`config.mk`:
```
export PLATFORM = sky130hd
export DESIGN_NAME = regfile_32x32
export DESIGN_NICKNAME = d
export VERILOG_FILES = /design/src/rtl/regfile_pkg.sv /design/src/rtl/mux32_5.sv /design/src/rtl/regfile_dec5_32.sv /design/src/rtl/regfile_32x32.sv
export SDC_FILE = /design/constraint.sdc
export NUM_CORES = 2
export LEC_CHECK = 0
export CAP_MARGIN = 10
export CORE_MARGIN = 1.5
export CORE_UTILIZATION = 35
export DETAILED_ROUTE_END_ITERATION = 8
export PLACE_DENSITY = 0.51
export SLEW_MARGIN = 20
export SYNTH_ARGS = -nofsm -noshare
export SYNTH_HDL_FRONTEND = slang
export SYNTH_SLANG_ARGS = --single-unit
```
`constraint.sdc`:
```
create_clock -name clk -period 2.05 [get_ports clk]
set_input_delay 0.41 -clock clk [delete_from_list [all_inputs] [get_ports clk]]
set_output_delay 0.41 -clock clk [all_outputs]
set_load 0.01 [all_outputs]
```
`src/rtl/regfile_pkg.sv`:
```
// regfile_pkg: shared widths, address constants and types for the 32x32 register file.
//   DATA_W    register width (32)
//   ADDR_W    register address width (5)
//   NUM_REGS  number of architectural registers (32)
//   ZERO_REG  hard-wired zero register address
package regfile_pkg;

  localparam int unsigned DATA_W   = 32;
  localparam int unsigned ADDR_W   = 5;
  localparam int unsigned NUM_REGS = 2 ** ADDR_W;

  typedef logic [DATA_W-1:0] word_t;
  typedef logic [ADDR_W-1:0] reg_addr_t;

  localparam reg_addr_t ZERO_REG = 5'd0;

endpackage

```
`src/rtl/mux32_5.sv`:
```
// mux32_5: 32-input, 32-bit wide selector.
//   data_i  32 packed 32-bit inputs, index 0 in the low word
//   sel_i   5-bit select
//   data_o  selected word
module mux32_5 (
  input  logic [31:0][31:0] data_i,
  input  logic [4:0]        sel_i,
  output logic [31:0]       data_o
);

  always_comb begin
    data_o = data_i[sel_i];
  end

endmodule

```
`src/rtl/regfile_dec5_32.sv`:
```
// regfile_dec5_32: 5-to-32 one-hot decoder with enable.
//   en_i      decode enable; output is all zeros when low
//   addr_i    register address
//   onehot_o  one-hot strobe; bit 0 is never set, so r0 cannot be targeted
module regfile_dec5_32
  import regfile_pkg::*;
(
  input  logic                en_i,
  input  logic [ADDR_W-1:0]   addr_i,
  output logic [NUM_REGS-1:0] onehot_o
);

  always_comb begin
    onehot_o = '0;
    if (en_i && (addr_i != ZERO_REG)) begin
      onehot_o[addr_i] = 1'b1;
    end
  end

endmodule

```
`src/rtl/regfile_32x32.sv`:
```
// regfile_32x32: 32 x 32-bit MIPS register file with two combinational read ports,
// one synchronous write port and a per-register busy scoreboard for RAW stalls.
//   clk, reset                   clock, synchronous active-high reset
//   RegWrite/WriteRegister/WriteData   write port (writeback, also clears busy)
//   ReadRegister1/2, ReadData1/2 combinational read ports
//   reserve_en/reserve_reg       issue-time reservation of a destination register
//   busy1/busy2                  busy flag of the addressed read registers
//   busy_vec                     registered scoreboard vector
// Build option: define REGFILE_BYPASS_EN to forward same-cycle write data to the
// read ports (and report busy=0 for a register being written this cycle).
module regfile_32x32
  import regfile_pkg::*;
(
  input  logic              clk,
  input  logic              reset,
  input  logic              RegWrite,
  input  logic [ADDR_W-1:0] WriteRegister,
  input  logic [DATA_W-1:0] WriteData,
  input  logic [ADDR_W-1:0] ReadRegister1,
  input  logic [ADDR_W-1:0] ReadRegister2,
  output logic [DATA_W-1:0] ReadData1,
  output logic [DATA_W-1:0] ReadData2,
  input  logic              reserve_en,
  input  logic [ADDR_W-1:0] reserve_reg,
  output logic              busy1,
  output logic              busy2,
  output logic [NUM_REGS-1:0] busy_vec
);

  logic [NUM_REGS-1:0][DATA_W-1:0] regs_q;
  logic [NUM_REGS-1:0]             busy_q, busy_d;
  logic [NUM_REGS-1:0]             wr_strobe, rsv_strobe;
  word_t                           mux_rd1, mux_rd2;

  regfile_dec5_32 u_dec_wr (
    .en_i     (RegWrite),
    .addr_i   (WriteRegister),
    .onehot_o (wr_strobe)
  );

  regfile_dec5_32 u_dec_rsv (
    .en_i     (reserve_en),
    .addr_i   (reserve_reg),
    .onehot_o (rsv_strobe)
  );

  // Strobe bit 0 is never set, so regs_q[0] and busy_q[0] hold their reset value of 0.
  always_ff @(posedge clk) begin
    if (reset) begin
      regs_q <= '0;
    end else begin
      for (int i = 0; i < NUM_REGS; i++) begin
        if (wr_strobe[i]) begin
          regs_q[i] <= WriteData;
        end
      end
    end
  end

  // Reserve is OR-ed in after the writeback clear: a new producer outranks an old result.
  always_comb begin
    busy_d = (busy_q & ~wr_strobe) | rsv_strobe;
  end

  always_ff @(posedge clk) begin
    if (reset) begin
      busy_q <= '0;
    end else begin
      busy_q <= busy_d;
    end
  end

  assign busy_vec = busy_q;

  mux32_5 u_mux_rd1 (
    .data_i (regs_q),
    .sel_i  (ReadRegister1),
    .data_o (mux_rd1)
  );

  mux32_5 u_mux_rd2 (
    .data_i (regs_q),
    .sel_i  (ReadRegister2),
    .data_o (mux_rd2)
  );

`ifdef REGFILE_BYPASS_EN
  logic hit1, hit2;

  // wr_strobe already excludes r0 and requires RegWrite.
  assign hit1 = wr_strobe[ReadRegister1];
  assign hit2 = wr_strobe[ReadRegister2];

  always_comb begin
    ReadData1 = hit1 ? WriteData : mux_rd1;
    ReadData2 = hit2 ? WriteData : mux_rd2;
    busy1     = hit1 ? 1'b0 : busy_q[ReadRegister1];
    busy2     = hit2 ? 1'b0 : busy_q[ReadRegister2];
  end
`else
  always_comb begin
    ReadData1 = mux_rd1;
    ReadData2 = mux_rd2;
    busy1     = busy_q[ReadRegister1];
    busy2     = busy_q[ReadRegister2];
  end
`endif

endmodule

```
==> run_results.csv <==
group,metric,value,unit
clocking,clock_sinks,1056,
worst_hold_path,hold_class,"in2reg",
clocking,cts_max_path_buffers,3,
worst_hold_path,hold_start,"WriteData[27]",
critical_path,start_kind,"flop",
sta,max_slew_margin,0.554,
logic_synthesis,synth_fp_nets,7090,
sta,post-route-period-util,1.31,
sta,setup_viol,66,
critical_path,crit_fanout,3,
logic_synthesis,synthTopCellsByArea,"dfxtp_1, mux2i_1, nand2_1",
sta,fmax,372,MHz
critical_path,crit_arrival,2.28,ns
placed_design,port_buffers,153,
die,fp.dieW,397,um
detailed_routing,dr.pass1.iters,6,
logic_synthesis,yosys_warnings,0,
die,die_h,397,um
grt,grtUsageTotal,0.305,
clocking,cts.htree.levels,3,
sta,period_minus_slack,2.69,ns
sta,worst_pin_slew,0.667,ns
clocking,cts_tree,"yes",
placed_design,dp.cells,9315,
critical_path,cpMaxStageDelayCell,"dfxtp_1",
sta,rsz0062_at_grt,"true",
critical_path,crit_required,1.64,ns
logic_synthesis,ys_ff_latch,1056,
grt,grt_overflow,0,
die,die-area,158000,um2
critical_path,reg2reg_from,"busy_vec[7]",
logic_synthesis,synth_ff_type,"dfxtp_1",
die,core_area,154000,um2
critical_path,critPathKind,"reg2out",
critical_path,end_kind,"output pin",
grt,grt_antenna_before_repair,2,
die,io_pins,154,
detailed_routing,drc,0,
sta,drv_slew,0,
worst_hold_path,hold_depth,4,
layout,drive_gt1_frac,0.229,
critical_path,timing.rr.end,"busy_vec[7]",
layout,final-instance-count-excl-fill,9632,
logic_synthesis,yosysSeqAreaShare,0.389,
layout,fin_nets,7547,
grt,grt_max_degree,116,
sta,hold_viol_final,0,
clocking,insertion_delay,0.77,ns
logic_synthesis,synth_commonest_cells,"nand2_1, a21oi_1, dfxtp_1, mux2i_1, clkbuf_1",
layout,final_core_util,0.483,
detailed_routing,drt_iter0_drc,6424,
power_and_ir_drop,p_per_area,685,nW/um2
die,num_rows,144,
detailed_routing,ant_nets,0,
detailed_routing,routed_wl,250,mm
power_and_ir_drop,ir_drop,0.698,mV
critical_path,max_stage_delay,0.33,ns
logic_synthesis,synth_top_area_cell,"dfxtp_1",
status,violations,"negative setup slack",
detailed_routing,vias,55700,
layout,area_growth,37.0,%
logic_synthesis,synthCells,7034,
placed_design,hpwlAfterDp,155,mm
logic_synthesis,synth_top_area_share,0.389,
clocking,clock-root-buffer,"clkbuf_16",
clocking,clk_pin_slew,0.06,ns
grt,grt_pass1_wl,362,mm
sta,skew,0,ns
grt,first_global_vias,52300,
critical_path,r2r_cells,4,
logic_synthesis,synth_edf_count,0,
layout,n_fill_cell,14400,
sta,tns,-32.40,ns
critical_path,cp_top_family,"compound AO/OA/AOI/OAI gates",
logic_synthesis,synth.avg_cell_area,7.72,um2
detailed_routing,post_drt_wl_per_cell,26.0,um
logic_synthesis,synth_cell_types,28,
worst_hold_path,min_to,"regs_q[859]",
critical_path,path_cells,"mux2i_1 > a22o_1 > nor3_1 > buf_4 > a31oi_4 > nand3_2 > buf_2",
status,outcome,"complete, but fails checks",
logic_synthesis,async_reset_ff_frac,0,
clocking,cts_buffers,117,
die,start_util,0.353,
placed_design,finalWeightedCongestion,0.928,
power_and_ir_drop,p_leak,0.0283,uW
detailed_routing,via_per_inst,5.78,
logic_synthesis,yosysMostFrequentCell,"nand2_1",
critical_path,r2r_slack,1.12,ns
sta,finalWorstSetupSlack,-0.641,ns
logic_synthesis,syn_area,54300,um2
critical_path,critical_path.n_buffers_inverters,2,
run,maxCapViolCount,0,
==> sequential cells by signal, indices dropped and copies added, names as in the netlist <==
signal / cells
busy_vec: 32
regs_q: 1024
==> through the flow <==
stage	power (uW)	setup slack, ns	area, um2	hold WS [ns]
after CTS	50800	-0.619	73300	0.399
after global routing	52200	-0.657	74400	0.455
after floorplan	24200	-0.0324	54400	0.448
after detailed placement	27400	-1.75	64900	0.459
after global placement	27400	-1.75	64900	0.454
final	51000	-0.641	74400	0.423
==> worst min-delay path, stage by stage <==
cell             delay (ns)
clkdlybuf4s50_1        0.44
buf_12                 0.18
nand2_1                0.07
a21oi_1                0.05
==> layer usage <==
layer  wire [um]  global-route usage
met2      108000               0.460
met3       23200              0.0497
met1      107000               0.426
met5           0                   0
met4       11600               0.134
==> area by class of cell <==
type / count / area (um2) / share of cell area
tap: 2044 / 2560 / 0.0344
clock inverter: 42 / 593 / 0.00797
timing repair buffer: 1017 / 12900 / 0.174
sequential: 1056 / 21400 / 0.288
multi-input combinational: 5299 / 33500 / 0.450
antenna: 1 / 2.50 / 0.0000336
clock buffer: 173 / 3430 / 0.0461
==> power breakdown <==
group	switching, uW	internal (uW)	leakage (uW)	total [uW]
logic	4400	3290	0.0177	7690
registers	131	20700	0.00862	20800
clock network	9440	13100	0.00197	22500
total	14000	37000	0.0283	51000
==> cells by family after synthesis <==
logic type	share of synthesized area
muxes	0.195
buffers and inverters	0.0527
AOI/OAI and AO/OA	0.170
DFF	0.389
and+or+nand+nor	0.193
==> how the worst max path moves through the flow <==
stage / startpoint / to / slack, ns / cells after the start
2_1_floorplan: ReadRegister1[0] / ReadData1[10] / -0.03 / 8
3_3_place_gp: ReadRegister1[2] / ReadData1[26] / -1.75 / 10
3_5_place_dp: ReadRegister1[2] / ReadData1[26] / -1.75 / 10
4_1_cts: regs_q[252] / ReadData1[28] / -0.62 / 8
5_1_grt: regs_q[252] / ReadData1[28] / -0.66 / 8
6_report: regs_q[48] / ReadData1[16] / -0.64 / 7
==> placed cells by master (no fill, tap or decap), types with 35 or more instances in the layout <==
| cell type | n |
|---|---|
| buf_4 | 475 |
| dfxtp_1 | 847 |
| clkbuf_16 | 123 |
| a22oi_1 | 214 |
| nand3_1 | 102 |
| clkdlybuf4s50_1 | 44 |
| a22o_1 | 124 |
| mux2i_2 | 53 |
| dfxtp_2 | 198 |
| nor2_1 | 40 |
| mux2i_1 | 977 |
| nor3_4 | 59 |
| nand2_2 | 36 |
| a31oi_4 | 50 |
| nand2_1 | 2184 |
| nor2b_1 | 35 |
| buf_12 | 260 |
| buf_16 | 39 |
| nand3_2 | 71 |
| buf_6 | 125 |
| a21oi_1 | 1181 |
==> timing repair <==
action	in CTS	in global routing
buffers inserted	71	44
hold endpoints to repair	4	0
pin swaps	225	156
resized for setup	1021	192
setup endpoints to repair	98	66
gates cloned	37	4
hold buffers	1	0
No activity file was read; power rests on OpenSTA's default activity.
